**config.mk**
```make
export PLATFORM = sky130hd
export DESIGN_NAME = sys_bus_arbiter
export DESIGN_NICKNAME = d
export VERILOG_FILES = /design/src/rtl/sys_bus_arbiter.sv
export SDC_FILE = /design/constraint.sdc
export NUM_CORES = 1
export LEC_CHECK = 0
export ABC_AREA = 1
export CAP_MARGIN = 10
export CORE_MARGIN = 10
export CORE_UTILIZATION = 42
export DETAILED_ROUTE_END_ITERATION = 8
export HOLD_SLACK_MARGIN = 0.1
export PLACE_DENSITY = 0.83
export RECOVER_POWER = 50
export SYNTH_ARGS = -nofsm -noshare
export SYNTH_HDL_FRONTEND = slang
export SYNTH_SLANG_ARGS = --single-unit
```
**constraint.sdc**
```tcl
create_clock -name clk -period 1.9 [get_ports clk]
set_input_delay 0.57 -clock clk [delete_from_list [all_inputs] [get_ports clk]]
set_output_delay 0.57 -clock clk [all_outputs]
set_load 0.02 [all_outputs]
```
**src/rtl/sys_bus_arbiter.sv**
```systemverilog
// sys_bus_arbiter: shares the data-RAM slave port between EX (m0, fixed priority) and IF (m1, anti-starvation), with timeout abort
module sys_bus_arbiter #(
  parameter int STARVE_MAX = 4,
  parameter int TIMEOUT    = 255
) (
  input  logic        clk,
  input  logic        rst_n,
  input  logic        m0_req,
  input  logic        m0_we,
  input  logic [1:0]  m0_w_op,
  input  logic [31:0] m0_addr,
  input  logic [31:0] m0_wdata,
  output logic [31:0] m0_rdata,
  output logic        m0_hold,
  input  logic        m1_req,
  input  logic [31:0] m1_addr,
  output logic [31:0] m1_rdata,
  output logic        m1_hold,
  output logic        s_req,
  output logic        s_we,
  output logic [1:0]  s_w_op,
  output logic [31:0] s_addr,
  output logic [31:0] s_wdata,
  input  logic [31:0] s_rdata,
  input  logic        s_ack,
  output logic        bus_err
);
  localparam int TW = $clog2(TIMEOUT + 1);
  localparam int SW = $clog2(STARVE_MAX + 1);
  typedef enum logic [1:0] {IDLE, BUSY, RESP} state_t;
  state_t state, state_nx;
  logic [1:0] grant;
  logic [SW-1:0] starve_cnt;
  logic [TW-1:0] tmo_cnt;
  logic pick_m1, tmo;
  assign pick_m1 = m1_req && (!m0_req || starve_cnt == SW'(STARVE_MAX));
  assign tmo = tmo_cnt == TW'(TIMEOUT - 1);
  always_ff @(posedge clk) begin
    if (!rst_n) state <= IDLE;
    else state <= state_nx;
  end
  always_comb begin
    state_nx = state == IDLE ? ((m0_req || m1_req) ? BUSY : IDLE) :
               state == BUSY ? ((s_ack || tmo) ? RESP : BUSY) : IDLE;
  end
  always_comb begin
    s_req = state == BUSY;
    bus_err = state == BUSY && !s_ack && tmo;
    m0_hold = m0_req && !(state == RESP && grant[0]);
    m1_hold = m1_req && !(state == RESP && grant[1]);
  end
  always_ff @(posedge clk) begin
    if (!rst_n) begin
      grant <= '0;
      starve_cnt <= '0;
      tmo_cnt <= '0;
      s_we <= 1'b0;
      s_w_op <= '0;
      s_addr <= '0;
      s_wdata <= '0;
      m0_rdata <= '0;
      m1_rdata <= '0;
    end else begin
      if (state == IDLE) begin
        starve_cnt <= (!m1_req || pick_m1) ? '0 :
                      (starve_cnt == SW'(STARVE_MAX)) ? starve_cnt : starve_cnt + 1'b1;
        if (m0_req || m1_req) begin
          grant <= pick_m1 ? 2'b10 : 2'b01;
          s_we <= !pick_m1 && m0_we;
          s_w_op <= pick_m1 ? 2'b00 : m0_w_op;
          s_addr <= pick_m1 ? m1_addr : m0_addr;
          s_wdata <= pick_m1 ? '0 : m0_wdata;
          tmo_cnt <= '0;
        end
      end
      if (state == BUSY) begin
        tmo_cnt <= tmo_cnt + 1'b1;
        if (s_ack || tmo) begin
          if (grant[0]) m0_rdata <= s_ack ? s_rdata : '0;
          if (grant[1]) m1_rdata <= s_ack ? s_rdata : '0;
        end
      end
      if (state == RESP) grant <= '0;
    end
  end
endmodule

```
=== After elaboration in Yosys (flattened, before gate mapping) ===
Cells that the tools add are included.

* Register bits after elaboration: 146
* Bits of input ports: 136
* Output and inout bits: 135

* Bitwise logic cells: 1
* Add/sub/neg operators: 2
* Equal/unequal tests: 5
* Reduce and logical (&&, ||, !) cells: 27
* Muxes and demuxes: 14

{| class="wikitable"
|+ Operators by type and width
! cell !! number
|-
| $mux 32 || 3
|-
| $mux 8 || 3
|-
| $mux 2 || 5
|-
| $add 8x1->8 const B || 1
|-
| $eq 8x8->1 const B || 1
|-
| $logic_and 1x1->1 || 8
|-
| $logic_not 1->1 || 6
|-
| $mux 3 || 2
|-
| $reduce_and 2->1 || 3
|-
| $reduce_and 3->1 || 2
|-
| $logic_or 1x1->1 || 4
|-
| $reduce_bool 2->1 || 2
|-
| $add 3x1->3 const B || 1
|-
| $eq 3x3->1 const B || 1
|-
| $eq 2x1->1 const B || 1
|-
| $eq 2x2->1 const B || 1
|-
| $logic_not 2->1 || 1
|-
| $ne 2x1->1 const B || 1
|-
| $reduce_or 2->1 || 1
|-
| $mux 1 || 1
|-
| $not 1->1 || 1
|}

=== Longest topological paths before layout ===
* Word-level depth: 6
* Mapped depth: 11

=== Least setup slack after synthesis ===
Ideal clock, no wire load.

* Path type: input port to output port
* Start point: in s_ack
* End point: out bus_err
* Buffers on the path: 2
* Arrival time: 1.435 ns
* Path slack: -0.105 ns
* Cell stages on the path: 3
* Data required time: 1.330 ns
* Cells stage by stage: clkbuf_1 > clkbuf_1 > nor3_1

* Cells in the longest elaborated chain, start to end: 3

{| class="wikitable"
|+ Ends and longest elaborated chain
! item !! RTL line !! source
|-
| start: declaration || 25 || <nowiki>input logic s_ack,</nowiki>
|-
| $logic_not 1->1 || 48 || <nowiki>bus_err = state == BUSY && !s_ack && tmo;</nowiki>
|-
| $logic_and 1x1->1 (2 in series) || 48 ||
|-
| end: declaration || 26 || <nowiki>output logic bus_err</nowiki>
|}

No other way between the ends.

=== Final worst setup path ===
* Start point: reg tmo_cnt[0]
* End point: out bus_err

* Cells in the longest elaborated chain, start to end: 2

{| class="wikitable"
|+ Ends and longest elaborated chain
! item !! RTL line !! source
|-
| start: declaration || 34 || <nowiki>logic [TW-1:0] tmo_cnt;</nowiki>
|-
| start signal: assignment || 77 || <nowiki>tmo_cnt <= tmo_cnt + 1'b1;</nowiki>
|-
| $eq 8x8->1 || 37 || <nowiki>assign tmo = tmo_cnt == TW'(TIMEOUT - 1);</nowiki>
|-
| $logic_and 1x1->1 || 48 ||
|}

No other way between the ends.

==> flow_summary.toml <==
[logic_synthesis]
yosysTopAreaCell = "dfxtp_1"
syn-num-nets = 1024
syn_area_per_cell_um2 = 6.81
synth-edff-count = 0
synthFlopType = "dfxtp_1"
synth_cells = 884
synthesis.area_mm2 = 0.00602
ys_types = 26
synth_commonest_cells = "nand2_1 (364), dfxtp_1 (146), nor2_1 (91), inv_1 (82), a21oi_1 (73)"
seq_area_frac_synth = 0.485
yosysTopAreaCellShare = 0.485
ys_seq_elements = 146
yosysMostFrequentCell = "nand2_1"
synth_area_leaders = "dfxtp_1 (49%), nand2_1 (23%), a21oi_1 (6.1%)"
ys_warn_count = 0
async_reset_ff_frac = 0

[clock_tree]
cts_buffers = 17
cts_tree = "yes"
clkLatencyLatePin_ps = 410
cts-root-buf = "clkbuf_16"
cts_buffer_depth = 2
clock_sinks = 146
clk_pin_slew_worst_paths_ps = 70
hold_buffers = 0
h-tree-depth = 4

[floorplanning]
die_h_um = 140
die_x_um = 140
ios = 271
initial_utilization = 0.430
core-area_mm2 = 0.0140
fp-row-count = 43
dieArea_mm2 = 0.0195

[worst_setup_path]
r2r_end = "m1_rdata[18]"
crit_fanout = 2
crit_required_ps = 1330
worstSetupPathType = "register to primary output"
cp-end-kind = "primary output"
worstRegToRegCells = 12
r2r-start = "tmo_cnt[0]"
cp-start-kind = "register"
cp.arrival_ps = 1480
r2r_setup_slack_ps = 280

[worst_hold_path]
hp-start = "s_wdata[14]"
hp-class = "register to register"
holdPathEnd = "s_wdata[14]"
worstHoldPathCells = 2

[sta]
finalWorstSetupSlack_ps = -152
rsz0062_at_grt = "true"
period_minus_slack_ps = 2050
setup_violations = 1
hold_slack_ps = 449
max_freq_mhz = 487
hold_violations = 0
fin_crit_sh = 1.08
fin_setup_tns_ps = -152
finalMaxSlewViolations = 0
tightest_slew_ps = 370
max_slew_margin = 0.753
fin_worst_skew_ps = 9.82

[place]
dp_cells = 1322
gp_congestion = 0.826
port_buffers = 270
hpwl_mm = 15.4

[pwr]
worst_ir_drop_vdd_mv = 0.874
total_power_mw = 8.62
power_density_mw_per_mm2 = 881
p_leak_nw = 4.83

[run_status]
status = "finished, violations left"
violations = "setup timing"

[drt]
antenna_left = 0
vias = 6387
first_pass_iters = 5
wirelength_mm = 21.2
drc = 0
dr.first_iter.drc_count = 355
avgViaCountPerCell = 4.69
routedWlPerCell_um = 15.6

[grt]
antenna_found_initial = 0
grt.overflow.total = 0
grt_pass1_vias = 6059
grt_pass1_wl_mm = 32.7
grtUsageTotal = 0.203
grt_max_degree = 53

[final_layout]
multi_input_area_mm2 = 0.00257
area_delta_synth_final_pct = 62.5
utilization = 0.699
nFillCells = 1224
n_antenna_cell = 0
final_cells = 1361
drive_above_1_share = 0.0847
seq_area_mm2 = 0.00293
nNetsFinal = 1308

[flow_run]
max_cap_viol_count = 0
## per-layer routing
metal	track usage	wire [um]	up-vias
li1	-	-	3262
met1	0.222	8130	2892
met2	0.352	10900	199
met3	0.0718	1600	34
met4	0.0788	578	0
met5	0	0	-
## cells by family after synthesis
logic type / Yosys count / synth area share
DFF: 146 / 0.485
buffers and inverters: 131 / 0.0914
and+or+nand+nor: 483 / 0.314
adders and majority gates: 4 / 0.00831
AOI/OAI and AO/OA: 119 / 0.0993
xor gates and xnor gates: 1 / 0.00145
## critical path, stage by stage, from the launching register on
cell and delay [ps]:
dfxtp_2 320, inv_2 70, ha_4 130, nand2_2 40
nor2_1 90, nand2_1 80, nor3_2 160, buf_4 190
## where the power goes
group          total [mW]  switching (mW)  internal, mW
clock                3.96            1.35          2.61
combinational        1.38           0.734         0.648
sequential           3.28          0.0701          3.21
## worst max path at each step
stage                          start  endpoint  slack [ps]  cells past startpoint
after floorplan                s_ack   bus_err          50                      3
after global placement        m1_req   m1_hold        -440                      4
after detailed placement      m0_req   m0_hold        -440                      4
after CTS                 tmo_cnt[0]   bus_err        -230                      7
after global routing      tmo_cnt[0]   bus_err        -280                      7
final                     tmo_cnt[0]   bus_err        -150                      7
## state kept, by name, summed over array words and instances, names as in the netlist
signal / count
s_addr: 32
s_we: 1
state: 2
m0_rdata: 32
grant: 2
m1_rdata: 32
s_w_op: 2
starve_cnt: 3
s_wdata: 32
tmo_cnt: 8
## through the flow
| step | instance area (um^2) | setup slack, ps |
|---|---|---|
| 2_1_floorplan | 6030 | 47.8 |
| 3_3_place_gp | 9130 | -441 |
| 3_5_place_dp | 9130 | -437 |
| 4_1_cts | 9700 | -234 |
| 5_1_grt | 9780 | -284 |
| 6_report | 9780 | -152 |
## layout by cell type, fill, tap and decap left out, types with 2 or more instances in the layout
cell / count
clkinv_4: 2
dfxtp_1: 142
inv_1: 80
o21ai_0: 42
nand3_1: 14
dlygate4sd2_1: 131
inv_6: 3
nor2_2: 3
clkdlybuf4s50_1: 134
dfxtp_2: 3
nor2_1: 90
bufinv_16: 7
buf_6: 2
nand2_4: 2
nand2_1: 363
buf_4: 29
clkinvlp_4: 3
o21ai_1: 3
nand2_2: 5
ha_1: 3
inv_2: 3
nor3_1: 2
a21oi_1: 73
buf_12: 12
clkbuf_16: 19
## timing repair
item | CTS | global route
cloned | 0 | 2
pin swaps | 3 | 3
gates resized for setup | 148 | 11
setup endpoints to repair | 135 | 5
buffers inserted | 3 | 2
## cell type report
class	instances	share of cell area
repair buffers	312	0.310
inverters	84	0.0325
clock buffers	17	0.0435
clock inverters	15	0.0283
multi-input cells	607	0.263
well taps	180	0.0230
flip-flops and latches	146	0.300
Power figures use the tool's default switching activity.
==> RTL change 1, RTL diff (same flow settings) <==
Change the parameter `STARVE_MAX` from 4 to 2.
--- a/src/rtl/sys_bus_arbiter.sv
+++ b/src/rtl/sys_bus_arbiter.sv
@@ -1,6 +1,6 @@
 // sys_bus_arbiter: shares the data-RAM slave port between EX (m0, fixed priority) and IF (m1, anti-starvation), with timeout abort
 module sys_bus_arbiter #(
-  parameter int STARVE_MAX = 4,
+  parameter int STARVE_MAX = 2,
   parameter int TIMEOUT    = 255
 ) (
   input  logic        clk,
Function: same outputs for any inputs over 4 cycles, from zero or initial values and one cycle with rst_n low; that may be too few to reach the edited logic, so the function may still have changed.
==> RTL change 1 against the original RTL <==
  * The run still ends with negative setup slack left
  * Die area down 3.0%
  * Synthesized area down 3.5%
  * Power down 3.5%
  * Register-to-register slack worse by 160 ps
  * Worst setup slack worse by 42 ps
  * Sequential cell count down 1
  * Wire length down 4.6%
  * Design area down 2.9%
  * Critical endpoint unchanged
  * Largest power group unchanged
==> RTL change 1: results (changes against the original RTL) <==
stage	metric	value	unit	change
setup_path	reg2reg_to	s_addr[4]$_SDFFE_PN0P_		
routing	vias	6171		-3.4%
power_and_ir_drop	p_sw	2100	uW	-2.3%
timing	final.setup.tns	-210	ps	-58.6 ps
global_routing	use_met3	11.1	%	+3.9 points
power_and_ir_drop	total_power	8320	uW	-3.5%
routing	top_layer	met5		
routing	route.met2.wl	9530	um	-13%
logic_synthesis	synth_cell_type_count	20		-23%
logic_synthesis	synth-xor-area-share	0	%	-0.15 points
power_and_ir_drop	vdd_ir_drop_max	0.595	mV	-32%
global_routing	antenna_found_initial	1		+1
routing	dr.pass1.iters	4		-1
hold_path	hp-class	flop to flop		
timing	finalSetupViolations	2		+1
timing	max_slew.worst_pin.slew	702	ps	+332 ps
logic_synthesis	synth_nets	955		-6.7%
logic_synthesis	synth-compound-area-share	12.2	%	+2.3 points
logic_synthesis	ys_top_cells_by_count	nand2_1, dfxtp_1, inv_1		
global_routing	use_met2	33.3	%	-2.0 points
logic_synthesis	synthTopCellsByArea	dfxtp_1, nand2_1, a21oi_1, inv_1, a22oi_1		
routing	wirelength	20300	um	-4.6%
clock_tree	insertion_delay	420	ps	
global_routing	grt_use_met1	22.9	%	+0.67 points
layout	filler_cell_count	1140		-6.9%
setup_path	ff2ff_path_depth	10		-2
global_routing	grt_pass1_vias	6050		-0.15%
global_routing	grt_max_degree	67		+26%
clock_tree	cts.repair.resized	166		+12%
setup_path	endpoint	bus_err		
layout	nNetsFinal	1245		-4.8%
logic_synthesis	yosysWarnings	0		unchanged
setup_path	r2r_start	state[0]$_SDFF_PN0_		
global_routing	grt_pass1_wl	31100	um	-4.7%
hold_path	hp-start	m1_rdata[15]$_SDFFE_PN0P_		
routing	met3_wirelength	2820	um	+76%
setup_path	r2r_setup_slack	120	ps	-160 ps
clock_tree	clk_pin_slew_worst_paths	60	ps	
status	status	finished with violations		
status	failed_checks	negative setup slack		
place	place.gp.congestion	0.835		+1.1%
logic_synthesis	seq_area_frac_synth	50.0	%	+1.4 points
hold_path	min_to	m1_rdata[15]$_SDFFE_PN0P_		
power_and_ir_drop	seq_power_share	39.2	%	+1.1 points
logic_synthesis	synth-adder-area-share	0.646	%	-0.19 points
place	dp_hpwl	15100	um	-1.7%
setup_path	crit_slowest_cell	dfxtp_2		
power_and_ir_drop	power_clock	3700	uW	-6.6%
setup_path	crit_arrival	1520	ps	+40 ps
layout	drive_gt1_share	9.20	%	+0.74 points
clock_tree	post_cts_buffers	1		-2
timing	fin_ws	-193	ps	-41.8 ps
power_and_ir_drop	p_leak	0.00474	uW	-1.9%
routing	drt_iter0_drc	357		+0.56%
global_routing	grt_usage	20.7	%	+0.33 points
routing	drt-met1-wl	7560	um	-7.0%
timing	finClkSkew	6.76	ps	-3.06 ps
==> RTL change 1: metrics by stage <==
| stage | cells | hold slack, ps | setup WS (ps) | util, % | instance area [um2] |
|---|---|---|---|---|---|
| floorplan | 816 | 442 | 47.8 | - | 5810 |
| global placement | 1262 | 438 | -596 | 67.4 | 9030 |
| detailed placement | 1262 | 448 | -625 | 67.4 | 9030 |
| CTS | 1295 | 457 | -316 | 71.4 | 9570 |
| global route | 1295 | 472 | -261 | 70.9 | 9500 |
| finish | 1295 | 457 | -193 | 70.9 | 9500 |
==> RTL change 1: cell type report <==
class | count | share of cell area, %
Clock buffer | 20 | 4.81
Clock inverter | 12 | 2.16
Inverter | 85 | 3.40
Multi-Input combinational cell | 538 | 25.3
Sequential cell | 145 | 30.6
Tap cell | 176 | 2.32
Timing Repair Buffer | 319 | 31.4
==> RTL change 2, RTL diff (config.mk and constraints unchanged) <==
Made on the original files. Encoding of `state_t`: now one-hot (3 bits for 3 states).
--- a/src/rtl/sys_bus_arbiter.sv
+++ b/src/rtl/sys_bus_arbiter.sv
@@ -27,7 +27,7 @@
 );
   localparam int TW = $clog2(TIMEOUT + 1);
   localparam int SW = $clog2(STARVE_MAX + 1);
-  typedef enum logic [1:0] {IDLE, BUSY, RESP} state_t;
+  typedef enum logic [2:0] {IDLE = 3'b001, BUSY = 3'b010, RESP = 3'b100} state_t;
   state_t state, state_nx;
   logic [1:0] grant;
   logic [SW-1:0] starve_cnt;
Check against the original RTL: no difference found for any inputs over 4 cycles, from zero or initial values and one cycle with rst_n low; so few cycles prove little.
==> RTL change 2 against the original RTL <==
  * The run still ends with negative setup slack left
  * Design area is 1.4% lower
  * Worst setup slack better by 48 ps
  * Sequential cell count is 1 higher
  * Wire length is 0.81% higher
  * Synthesized area is 0.71% higher
  * Clock skew is 5.3 ps lower
  * Power is 4.5% lower
  * Cell count is 2.0% lower
  * Largest cell class unchanged
  * Highest routed layer unchanged
==> RTL change 2: results (changes against the original RTL) <==
stage	metric	value	unit	change
logic_synthesis	seq_area_frac_synth	48.5	%	about the same
setup_path	max_stage_delay	580	ps	+260 ps
logic_synthesis	syn-instance-count	866		-2.0%
routing	wirelength	21400	um	+0.81%
place	pre_cts_slack	-506	ps	-69.2 ps
timing	relSlewSlack	52.0	%	-23 points
layout	nNetsFinal	1281		-2.1%
setup_path	crit_arrival	2310	ps	+830 ps
logic_synthesis	synth_nets	1006		-1.8%
layout	filler_cell_count	1213		-0.90%
setup_path	crit_slowest_cell	clkbuf_2		
timing	whs	456	ps	+6.21 ps
logic_synthesis	ys_top_cells_by_count	nand2_1, dfxtp_1, a21oi_1		
power_and_ir_drop	vdd_ir_drop_max	0.558	mV	-36%
setup_path	ff2ff_path_depth	10		-2
setup_path	critical_path.top_delay_family	buffers and inverters		
logic_synthesis	synthTopCellsByArea	dfxtp_1, nand2_1, a21oi_1, nand3_1, inv_1		
setup_path	critPathKind	input port to flop		
global_routing	grt_pass1_wl	33100	um	+1.4%
global_routing	grt_max_degree	35		-34%
place	dp_hpwl	15900	um	+3.6%
status	failed_checks	negative setup slack		
power_and_ir_drop	netSwitchingFraction	26.7	%	+1.7 points
timing	finClkSkew	4.57	ps	-5.26 ps
status	status	finished with violations		
timing	finalSetupViolations	80		+79
layout	drive_gt1_share	9.01	%	+0.54 points
timing	fin_ws	-104	ps	+48.0 ps
hold_path	min_to	m0_rdata[3]$_SDFFE_PN0P_		
setup_path	critPathMaxFanout	33		+31
place	place.gp.congestion	0.811		-1.8%
global_routing	grt_usage	20.7	%	+0.39 points
global_routing	grt_pass1_vias	6241		+3.0%
routing	vias	6470		+1.3%
[RTL change 2: layout make-up]
type                    count  share of cell area [%]
clock inverters            12                    1.60
well taps                 180                    2.33
clock buffers              20                    4.73
flip-flops and latches    147                    30.5
inverters                  57                    2.24
multi-input cells         606                    27.5
repair buffers            312                    31.0
[RTL change 2: metrics by stage]
step	setup TNS, ps	cell area (um2)
after global routing	-19260	9650
after CTS	-117	9600
after floorplan	0	6070
after global placement	-43810	9160
final	-4490	9650
after detailed placement	-45980	9160
[RTL change 2: cell families (layout without fill, tap and decap cells)]
logic type / after synthesis / after routing / share of synthesized area [%]
buf+inv: 113 / 401 / 8.44
compound gates: 151 / 151 / 12.5
fa+ha+maj: 4 / 4 / 0.825
simple gates: 449 / 449 / 29.4
xor+xnor: 2 / 2 / 0.289
flops: 147 / 147 / 48.5
[RTL change 2: tightest hold or removal path, stage by stage (launching register included)]
cell     delay [ps]
dfxtp_1         300
nand2_1          60
a21oi_1          50
[RTL change 2: what timing repair did]
item | 4_1_cts | 5_1_grt
endpoints found under the setup margin | 135 | 3
gates resized for setup | 153 | 17
buffers inserted | 0 | 1
cloned | 0 | 0
pin swaps | 1 | 3
[RTL change 2: per-layer routing]
| metal | routed length (um) | GRT usage, % |
|---|---|---|
| met5 | 0 | 0 |
| met2 | 9850 | 33.3 |
| met4 | 523 | 8.04 |
| met1 | 8620 | 23.7 |
| met3 | 2420 | 9.30 |
[RTL change 2: power groups by stage]
stage | sequential [uW] | combinational (uW) | clock (uW)
after floorplan | 3560 | 608 | 0
after global placement | 3380 | 1560 | 0
after detailed placement | 3390 | 1580 | 0
after CTS | 3320 | 1490 | 3480
after global routing | 3340 | 1600 | 3630
final | 3320 | 1480 | 3440
